<file path="src/rtl/cu_pkg.sv">
// Shared types and encodings for the multicycle RV32I control unit.
// State enum, opcode/funct constants, control field codes, trap causes.
package cu_pkg;

  typedef enum logic [2:0] {
    S_FETCH     = 3'd0,
    S_DECODE    = 3'd1,
    S_EXECUTE   = 3'd2,
    S_MEMORY    = 3'd3,
    S_WRITEBACK = 3'd4,
    S_TRAP      = 3'd5
  } state_e;

  localparam logic [6:0] OP_R      = 7'h33;
  localparam logic [6:0] OP_IMM    = 7'h13;
  localparam logic [6:0] OP_LOAD   = 7'h03;
  localparam logic [6:0] OP_JALR   = 7'h67;
  localparam logic [6:0] OP_BRANCH = 7'h63;
  localparam logic [6:0] OP_STORE  = 7'h23;
  localparam logic [6:0] OP_JAL    = 7'h6F;
  localparam logic [6:0] OP_LUI    = 7'h37;
  localparam logic [6:0] OP_AUIPC  = 7'h17;

  localparam logic [6:0] F7_BASE = 7'b0000000;
  localparam logic [6:0] F7_ALT  = 7'b0100000;
  localparam logic [6:0] F7_M    = 7'b0000001;

  localparam logic [2:0] IMM_I  = 3'd0;
  localparam logic [2:0] IMM_SB = 3'd2;
  localparam logic [2:0] IMM_U  = 3'd3;
  localparam logic [2:0] IMM_J  = 3'd4;

  localparam logic [4:0] BR_JUMP = 5'b01111;
  localparam logic [4:0] BR_NONE = 5'b10101;
  localparam logic [4:0] ALU_ADD = 5'b00000;

  localparam logic [1:0] WB_ALU = 2'b00;
  localparam logic [1:0] WB_DM  = 2'b01;
  localparam logic [1:0] WB_PC4 = 2'b10;

  localparam logic [1:0] CAUSE_NONE    = 2'b00;
  localparam logic [1:0] CAUSE_ILLEGAL = 2'b01;
  localparam logic [1:0] CAUSE_TIMEOUT = 2'b10;

  typedef struct packed {
    logic [2:0] imm_src;
    logic       alua_src;
    logic       alub_src;
    logic [4:0] br_op;
    logic [4:0] alu_op;
    logic [2:0] dm_ctrl;
    logic [1:0] wb_src;
    logic       is_load;
    logic       is_store;
    logic       is_branch;
  } ctrl_t;

endpackage

</file>
<file path="src/rtl/mc_decoder.sv">
// Combinational RV32I(+M) decoder: opcode/funct fields to control bundle.
// Flags any encoding outside the supported subset as illegal.
module mc_decoder
  import cu_pkg::*;
#(
  parameter bit SUPPORT_M = 1'b0
) (
  input  logic [6:0] opcode_i,
  input  logic [2:0] funct3_i,
  input  logic [6:0] funct7_i,
  output ctrl_t      ctrl_o,
  output logic       illegal_o
);

  // Decode one instruction into its control bundle and legality flag
  always_comb begin
    ctrl_o       = '0;
    ctrl_o.br_op = BR_NONE;
    illegal_o    = 1'b0;
    unique case (1'b1)
      (opcode_i == OP_R): begin
        ctrl_o.alu_op = {funct7_i == F7_M, funct7_i[5], funct3_i};
        illegal_o = !((funct7_i == F7_BASE) ||
                      ((funct7_i == F7_ALT) &&
                       (funct3_i == 3'b000 || funct3_i == 3'b101)) ||
                      ((funct7_i == F7_M) && SUPPORT_M));
      end
      (opcode_i == OP_IMM): begin
        ctrl_o.alub_src = 1'b1;
        ctrl_o.alu_op = {1'b0,
                         (funct3_i == 3'b101) && funct7_i[5],
                         funct3_i};
        illegal_o = ((funct3_i == 3'b001) && (funct7_i != F7_BASE)) ||
                    ((funct3_i == 3'b101) && (funct7_i != F7_BASE) &&
                     (funct7_i != F7_ALT));
      end
      (opcode_i == OP_LOAD): begin
        ctrl_o.alub_src = 1'b1;
        ctrl_o.dm_ctrl  = funct3_i;
        ctrl_o.wb_src   = WB_DM;
        ctrl_o.is_load  = 1'b1;
        illegal_o = funct3_i inside {3'b011, 3'b110, 3'b111};
      end
      (opcode_i == OP_STORE): begin
        ctrl_o.imm_src  = IMM_SB;
        ctrl_o.alub_src = 1'b1;
        ctrl_o.dm_ctrl  = funct3_i;
        ctrl_o.is_store = 1'b1;
        illegal_o = funct3_i[2] || (funct3_i == 3'b011);
      end
      (opcode_i == OP_BRANCH): begin
        ctrl_o.imm_src   = IMM_SB;
        ctrl_o.alua_src  = 1'b1;
        ctrl_o.alub_src  = 1'b1;
        ctrl_o.br_op     = {2'b00, funct3_i};
        ctrl_o.is_branch = 1'b1;
        illegal_o = (funct3_i == 3'b010) || (funct3_i == 3'b011);
      end
      (opcode_i == OP_JAL): begin
        ctrl_o.imm_src  = IMM_J;
        ctrl_o.alua_src = 1'b1;
        ctrl_o.alub_src = 1'b1;
        ctrl_o.br_op    = BR_JUMP;
        ctrl_o.wb_src   = WB_PC4;
      end
      (opcode_i == OP_JALR): begin
        ctrl_o.alub_src = 1'b1;
        ctrl_o.br_op    = BR_JUMP;
        ctrl_o.wb_src   = WB_PC4;
        illegal_o = (funct3_i != 3'b000);
      end
      (opcode_i == OP_LUI): begin
        ctrl_o.imm_src  = IMM_U;
        ctrl_o.alub_src = 1'b1;
        ctrl_o.alu_op   = ALU_ADD;
      end
      (opcode_i == OP_AUIPC): begin
        ctrl_o.imm_src  = IMM_U;
        ctrl_o.alua_src = 1'b1;
        ctrl_o.alub_src = 1'b1;
      end
      default: illegal_o = 1'b1;
    endcase
  end

endmodule

</file>
<file path="src/rtl/multicycle_control_unit.sv">
// Multicycle RV32I control FSM: fetch/decode/execute/memory/writeback.
// Handles memory ready waits, wait timeouts and illegal-instruction traps.
module multicycle_control_unit
  import cu_pkg::*;
#(
  parameter bit          SUPPORT_M   = 1'b0,
  parameter int unsigned MEM_TIMEOUT = 255
) (
  input  logic       clk,
  input  logic       rst_n,
  input  logic [6:0] Opcode,
  input  logic [2:0] Funct3,
  input  logic [6:0] Funct7,
  input  logic       IMReady,
  input  logic       DMReady,
  input  logic       TrapAck,
  output logic       IMReq,
  output logic       IRWr,
  output logic       PCWr,
  output logic       RUWr,
  output logic [2:0] ImmSrc,
  output logic       ALUASrc,
  output logic       ALUBSrc,
  output logic [4:0] BrOp,
  output logic [4:0] ALUOp,
  output logic       DMReq,
  output logic       DMWr,
  output logic [2:0] DMCtrl,
  output logic [1:0] RUDataWrSrc,
  output logic       Trap,
  output logic [1:0] TrapCause,
  output logic [2:0] State
);

  localparam bit TO_EN = (MEM_TIMEOUT != 0);
  localparam int unsigned CW =
    TO_EN ? $clog2(MEM_TIMEOUT + 1) : 1;
  localparam logic [CW-1:0] CNT_MAX = CW'(MEM_TIMEOUT);

  state_e        state_q, state_d;
  ctrl_t         ctrl_q, ctrl_d;
  logic [1:0]    cause_q, cause_d;
  logic [CW-1:0] cnt_q, cnt_d;
  ctrl_t         dec_ctrl;
  logic          dec_illegal;
  logic          timeout_hit;
  logic          fields_on;

  mc_decoder #(
    .SUPPORT_M(SUPPORT_M)
  ) u_dec (
    .opcode_i (Opcode),
    .funct3_i (Funct3),
    .funct7_i (Funct7),
    .ctrl_o   (dec_ctrl),
    .illegal_o(dec_illegal)
  );

  assign timeout_hit = TO_EN && (cnt_q == CNT_MAX);

  // State, field and trap-cause registers; reset aborts instantly
  always_ff @(posedge clk or negedge rst_n) begin
    if (!rst_n) begin
      state_q <= S_FETCH;
      ctrl_q  <= '0;
      cause_q <= CAUSE_NONE;
      cnt_q   <= '0;
    end else begin
      state_q <= state_d;
      ctrl_q  <= ctrl_d;
      cause_q <= cause_d;
      cnt_q   <= cnt_d;
    end
  end

  // Next-state and per-state enables
  always_comb begin
    state_d = state_q;
    ctrl_d  = ctrl_q;
    cause_d = cause_q;
    IMReq   = 1'b0;
    IRWr    = 1'b0;
    PCWr    = 1'b0;
    RUWr    = 1'b0;
    DMReq   = 1'b0;
    DMWr    = 1'b0;
    unique case (state_q)
      S_FETCH: begin
        IMReq = 1'b1;
        if (IMReady) begin
          IRWr    = rst_n;
          state_d = S_DECODE;
        end else if (timeout_hit) begin
          state_d = S_TRAP;
          cause_d = CAUSE_TIMEOUT;
        end
      end
      S_DECODE: begin
        ctrl_d = dec_ctrl;
        if (dec_illegal) begin
          state_d = S_TRAP;
          cause_d = CAUSE_ILLEGAL;
        end else begin
          state_d = S_EXECUTE;
        end
      end
      S_EXECUTE: begin
        if (ctrl_q.is_branch) begin
          PCWr    = 1'b1;
          state_d = S_FETCH;
        end else if (ctrl_q.is_load || ctrl_q.is_store) begin
          state_d = S_MEMORY;
        end else begin
          state_d = S_WRITEBACK;
        end
      end
      S_MEMORY: begin
        DMReq = 1'b1;
        DMWr  = ctrl_q.is_store;
        if (DMReady) begin
          if (ctrl_q.is_store) begin
            PCWr    = 1'b1;
            state_d = S_FETCH;
          end else begin
            state_d = S_WRITEBACK;
          end
        end else if (timeout_hit) begin
          state_d = S_TRAP;
          cause_d = CAUSE_TIMEOUT;
        end
      end
      S_WRITEBACK: begin
        RUWr    = 1'b1;
        PCWr    = 1'b1;
        state_d = S_FETCH;
      end
      S_TRAP: begin
        if (TrapAck) begin
          cause_d = CAUSE_NONE;
          state_d = S_FETCH;
        end
      end
      default: state_d = S_FETCH;
    endcase
  end

  // Wait counter: runs only while parked in FETCH or MEMORY
  always_comb begin
    cnt_d = '0;
    if (TO_EN && (state_d == state_q) &&
        (state_q == S_FETCH || state_q == S_MEMORY))
      cnt_d = cnt_q + CW'(1);
  end

  assign fields_on = (state_q == S_EXECUTE) ||
                     (state_q == S_MEMORY) ||
                     (state_q == S_WRITEBACK);

  assign ImmSrc      = fields_on ? ctrl_q.imm_src  : 3'd0;
  assign ALUASrc     = fields_on ? ctrl_q.alua_src : 1'b0;
  assign ALUBSrc     = fields_on ? ctrl_q.alub_src : 1'b0;
  assign BrOp        = fields_on ? ctrl_q.br_op    : 5'd0;
  assign ALUOp       = fields_on ? ctrl_q.alu_op   : 5'd0;
  assign DMCtrl      = fields_on ? ctrl_q.dm_ctrl  : 3'd0;
  assign RUDataWrSrc = fields_on ? ctrl_q.wb_src   : 2'd0;

  assign Trap      = (state_q == S_TRAP);
  assign TrapCause = cause_q;
  assign State     = state_q;

endmodule
</file>
<file path="config.mk">
export PLATFORM = sky130hd
export DESIGN_NAME = multicycle_control_unit
export DESIGN_NICKNAME = d
export VERILOG_FILES = /design/src/rtl/cu_pkg.sv /design/src/rtl/mc_decoder.sv /design/src/rtl/multicycle_control_unit.sv
export SDC_FILE = /design/constraint.sdc
export NUM_CORES = 1
export LEC_CHECK = 0
export BUFFER_PORTS_ARGS = -buffer_cell sky130_fd_sc_hd__buf_2
export CAP_MARGIN = 10
export CELL_PAD_IN_SITES_DETAIL_PLACEMENT = 1
export CELL_PAD_IN_SITES_GLOBAL_PLACEMENT = 1
export CORE_UTILIZATION = 42
export DETAILED_ROUTE_END_ITERATION = 7
export PLACE_DENSITY_LB_ADDON = 0.1
export SLEW_MARGIN = 20
export SYNTH_ARGS = -nofsm -noshare
export SYNTH_HDL_FRONTEND = slang
export SYNTH_SLANG_ARGS = --single-unit
</file>
<file path="constraint.sdc">
create_clock -name clk -period 2.9 [get_ports clk]
set_input_delay 0.145 -clock clk [delete_from_list [all_inputs] [get_ports clk]]
set_output_delay 0.145 -clock clk [all_outputs]
set_load 0.01 [all_outputs]
</file>
* Yosys cells after proc, flatten, opt, wreduce, memory -nomap -nowiden
Cells that the tools add are included.
Operators by class: add/sub/neg operators 1, equality and inequality tests 29, mux-type cells 44, reduce and logical (&&, ||, !) cells 31
Operator list (number):
- 2-to-1 mux 3 bit | 11
- == test 7 x 6 -> 1 bit, second input constant | 4
- == test 7 bit, second input constant | 3
- case mux 5 bit (2 select lines) | 2
- 2-to-1 mux 1 bit | 16
- == test 3 bit, second input constant | 5
- case mux 3 bit (5 select lines) | 1
- == test 7 x 5 -> 1 bit, second input constant | 2
- == test 3 x 2 -> 1 bit, second input constant | 4
- 2-to-1 mux 2 bit | 6
- 2-to-1 mux 5 bit | 2
- logical OR 1 bit | 9
- case mux 3 bit (3 select lines) | 1
- adder 8 x 1 -> 8 bit, second input constant | 1
- == test 8 bit, second input constant | 1
- 2-to-1 mux 8 bit | 1
- inequality test 2 bit, second input constant | 4
- case mux 2 bit (4 select lines) | 1
- OR reduction 2 bit | 4
- OR reduction 8 bit | 1
- == test 7 x 1 -> 1 bit, second input constant | 1
- == test 7 x 2 -> 1 bit, second input constant | 1
- zero test 7 bit | 1
- inequality test 7 x 6 -> 1 bit, second input constant | 1
- 13 further kinds | 22
Storage, ports and cells: flip-flop bits (word level) 36, output and inout bits 32, logic and storage cells 118

* Longest topological paths before layout
depth after elaboration 11, depth in mapped cells 6

* Modules after synthesis
Synthesis repeated with hierarchy kept, for this count alone.
Unflattened totals: cells, all modules 238, area total of the unflattened synthesis 2247.2 um2
By module, submodules not included:
- multicycle_control_unit | times used 1, cells an instance 171, area an instance 1844.3 um2, sequential area each 900.9 um2
- mc_decoder | times used 1, cells an instance 67, area an instance 402.9 um2, sequential area each 0.0 um2

* Worst setup path after synthesis
Ideal clock, no wire load.
kind register to output, start register state_q[2], in the netlist State[2], end output ALUASrc, arrival 1.598 ns, slack 1.157 ns, cell stages (with the launch flop) 6, cell sequence dfrtp_1 > clkbuf_1 > nor3b_1 > nor2_1 > clkbuf_1 > nor2b_1
Between the ends: cells in the longest elaborated chain, start to end 4, elaborated cells between the ends (all ways) 6, those cells by class 3 x eq/ne; 1 x mux; 2 x reduce/logical
RTL lines:
- from (decl) | RTL line multicycle_control_unit.sv:40 | state_e state_q, state_d;
- from (signal assigned) | RTL line multicycle_control_unit.sv:69 | state_q <= state_d;
- == test 3 x 2 -> 1 bit (on tied branches) | RTL line multicycle_control_unit.sv:155, multicycle_control_unit.sv:156
- logical OR 1 bit | RTL line multicycle_control_unit.sv:155 | assign fields_on = (state_q == S_EXECUTE) ||
- logical OR 1 bit (*) | RTL line multicycle_control_unit.sv:156 | (state_q == S_MEMORY) ||
- 2-to-1 mux 1 bit (*) | RTL line multicycle_control_unit.sv:160 | assign ALUASrc = fields_on ? ctrl_q.alua_src : 1'b0;
- to (decl) | RTL line multicycle_control_unit.sv:22 | output logic ALUASrc,
Mark *: on every way between the ends. The rest lies on a longest branch, timed or not.

* Worst setup path in the final report
start register state_q[0], in the netlist State[0], end register ctrl_q[15] (netlist bit)
Between the ends: cells in the longest elaborated chain, start to end 1
RTL lines:
- == test 3 x 1 -> 1 bit | RTL line multicycle_control_unit.sv:87 | unique case (state_q)
- to (signal assigned) | RTL line multicycle_control_unit.sv:70 | ctrl_q <= ctrl_d;
- to (decl) | RTL line multicycle_control_unit.sv:41 | ctrl_t ctrl_q, ctrl_d;
Every way passes these cells. A chain may end at the register's enable or synchronous reset.

==> impl_metrics.toml <==
[global_route]
grt_max_degree = 37
antenna_found_initial = 0
grt.total_usage = 0.2295
grt_pass1_vias = 1848
grt_first_pass_wirelength_um = 8949
overflow = 0

[synthesis]
synth_top_area_share = 0.4372
yosys.area.top_type = "dfrtp_1"
synth-edff-count = 0
ys_warn_count = 0
ys_top_cells_by_area = "dfrtp_1 44%, nor2b_1 8.1%, nand2_1 4.9%, o21ai_0 4.7%, nor2_1 3.4%"
synth.cell_area_sq_mm = 0.002003
ys_ff_latch = 35
synthFlopType = "dfrtp_1"
synthCells = 224
synth_cell_types = 46
syn_nets = 247
synth-async-reset-ratio = 1.000
syn_avg_cell_area_sq_um = 8.943
ys_seq_area_frac = 0.4372

[placed_design]
pre_cts_ws_ns = 0.9689
placed_cells = 321
place_area_sq_mm = 0.002317
portBuffers = 53
place_congestion = 0.7692
dpl.hpwl_um = 3866

[critical_path]
r2r_cells = 5
critPathArrivalTime_ns = 2.13
crit_fanout = 20
worstSetupStartpointType = "flip-flop"
path_class = "reg -> reg"
cp.required_ns = 3.06
worstSetupEndpointType = "flip-flop"

[route]
via_count = 1820
drt_pre_antenna_iters = 6
ant_nets = 0
drcViolationCount = 4
drt_iter0_drc = 75
drt-vias-per-instance = 5.549
wl_per_cell_um = 16.18
routed_wl_um = 5307

[finish]
diodes = 0
final_cell_mix = "53 x buf_2, 35 x dfrtp_1, 26 x nor2b_1, 26 x nand2_1, 19 x o21ai_0"
fin_nets = 300
drive_above_1_share = 0.2500
area_growth_syn_to_layout_pct = 19.80
fin_area_sq_mm = 0.002400
mostFrequentLayoutCell = "buf_2"
final_cells = 328

[die]
die_y_um = 71.06
std_cell_rows = 24
ios = 54
fp.dieW_um = 71.06
die-area_sq_mm = 0.005050
core_sq_mm = 0.004474
start_util = 0.4477

[clocking]
clk_latency_ns = 0.28
root_buffer = "clkbuf_8"
cts_made_buffers = 5
cts_sinks = 35
htree_levels = 2
cts_tree = "done"
clock_path_buffers = 2
clk_pin_slew_worst_paths_ns = 0.07

[sta]
tightestPinTransition_ns = 0.4769
min_period_ns = 1.967
grt_setup_unrepaired = "false"
fin_ws_ns = 0.9328
period_share = 0.6784
fin_setup_tns_ns = 0
fin_skew_ns = 0.005611
drv_slew = 0
setup-violations-final = 0
max_freq_ghz = 0.5083
whs_ns = 0.1549
relSlewSlack = 0.6792
hold_viol_final = 0

[outcome]
violations = "design-rule violations"
status = "finished with violations"

[worst_hold_path]
hold_class = "in -> reg"
hold_depth = 3

[job]
drv_cap = 0

[pwr]
ir_worst_vdd_uv = 335.2
power_density_mw_per_mm2 = 641.9
p_leak_nw = 1.119
-- final cells by class --
class | count | area, sq um
fillers | 574 | 2074
multi-input cells | 171 | 1059
flip-flops and latches | 35 | 875.8
repair buffers | 58 | 305.3
clock buffers | 6 | 72.57
well taps | 52 | 65.06
inverters | 6 | 22.52
-- cells by family after synthesis --
kind of cell,count (synthesis),synth area share
fa+ha+maj,1,0.006245
xor+xnor,7,0.03061
simple gates,114,0.3167
buf+inv,18,0.03435
compound gates,49,0.1749
flops,35,0.4372
-- metrics by stage --
step | power [mW] | util
after floorplan | 1.009 | -
after global placement | 1.216 | 0.5179
after detailed placement | 1.234 | 0.5179
after CTS | 1.562 | 0.5364
after global routing | 1.653 | 0.5364
final | 1.540 | 0.5364
-- what timing repair did --
item | CTS | global route
endpoints found under the hold margin | 35 | 0
buffers inserted | 0 | 0
gates resized for setup | 0 | 0
hold buffers | 1 | 0
-- layer usage --
layer / track usage / part of all wire / up-vias
met4: 0.06222 / 0.011 / 0
met1: 0.2994 / 0.45 / 879
met2: 0.3921 / 0.50 / 48
met5: 0 / 0 / -
met3: 0.04416 / 0.038 / 6
li1: - / - / 887
-- Yosys cell counts, drive strengths merged (3+ instances only) --
master and n:
nand2b 5, clkbuf 11, nor2b 26, nor4 4
o21ai 19, and3 7, nand3 9, o31ai 4
inv 6, a31oi 4, nor2 18, nand2 26
and2 3, dfrtp 35, xor2 4, a21oi 3
xnor2 3, nor3 8
-- worst paths after layout --
| path | from | to | slack (ns) |
|---|---|---|---|
| worst max register to register | State[0] | ctrl_q[15] | 0.93 |
| min in group asynchronous | rst_n | State[0] | 0.43 |
| worst min register to register | cnt_q[0] | cnt_q[0] | 0.47 |
| max in group asynchronous | rst_n | cnt_q[3] | 2.12 |
| worst min-delay path | Funct7[5] | ctrl_q[11] | 0.15 |
| worst max-delay path | State[0] | ctrl_q[15] | 0.93 |
-- flip-flops by register name, indices dropped and copies added (netlist names) --
name and flops:
State 3, cnt_q 8, TrapCause 2, ctrl_q 22
-- power by group --
| part | switching, mW | internal, mW | total (mW) |
|---|---|---|---|
| combinational | 0.366 | 0.224 | 0.590 |
| clock | 0.160 | 0.160 | 0.320 |
| sequential | 0.0819 | 0.549 | 0.631 |
-- critical path, stage by stage (launching register included) --
cell      delay, ns
dfrtp_1        0.65
nor2b_1        0.32
nand2b_1       0.32
buf_4          0.31
nor3_1         0.18
nor2_1         0.07
(Power assumes the default switching activity.)
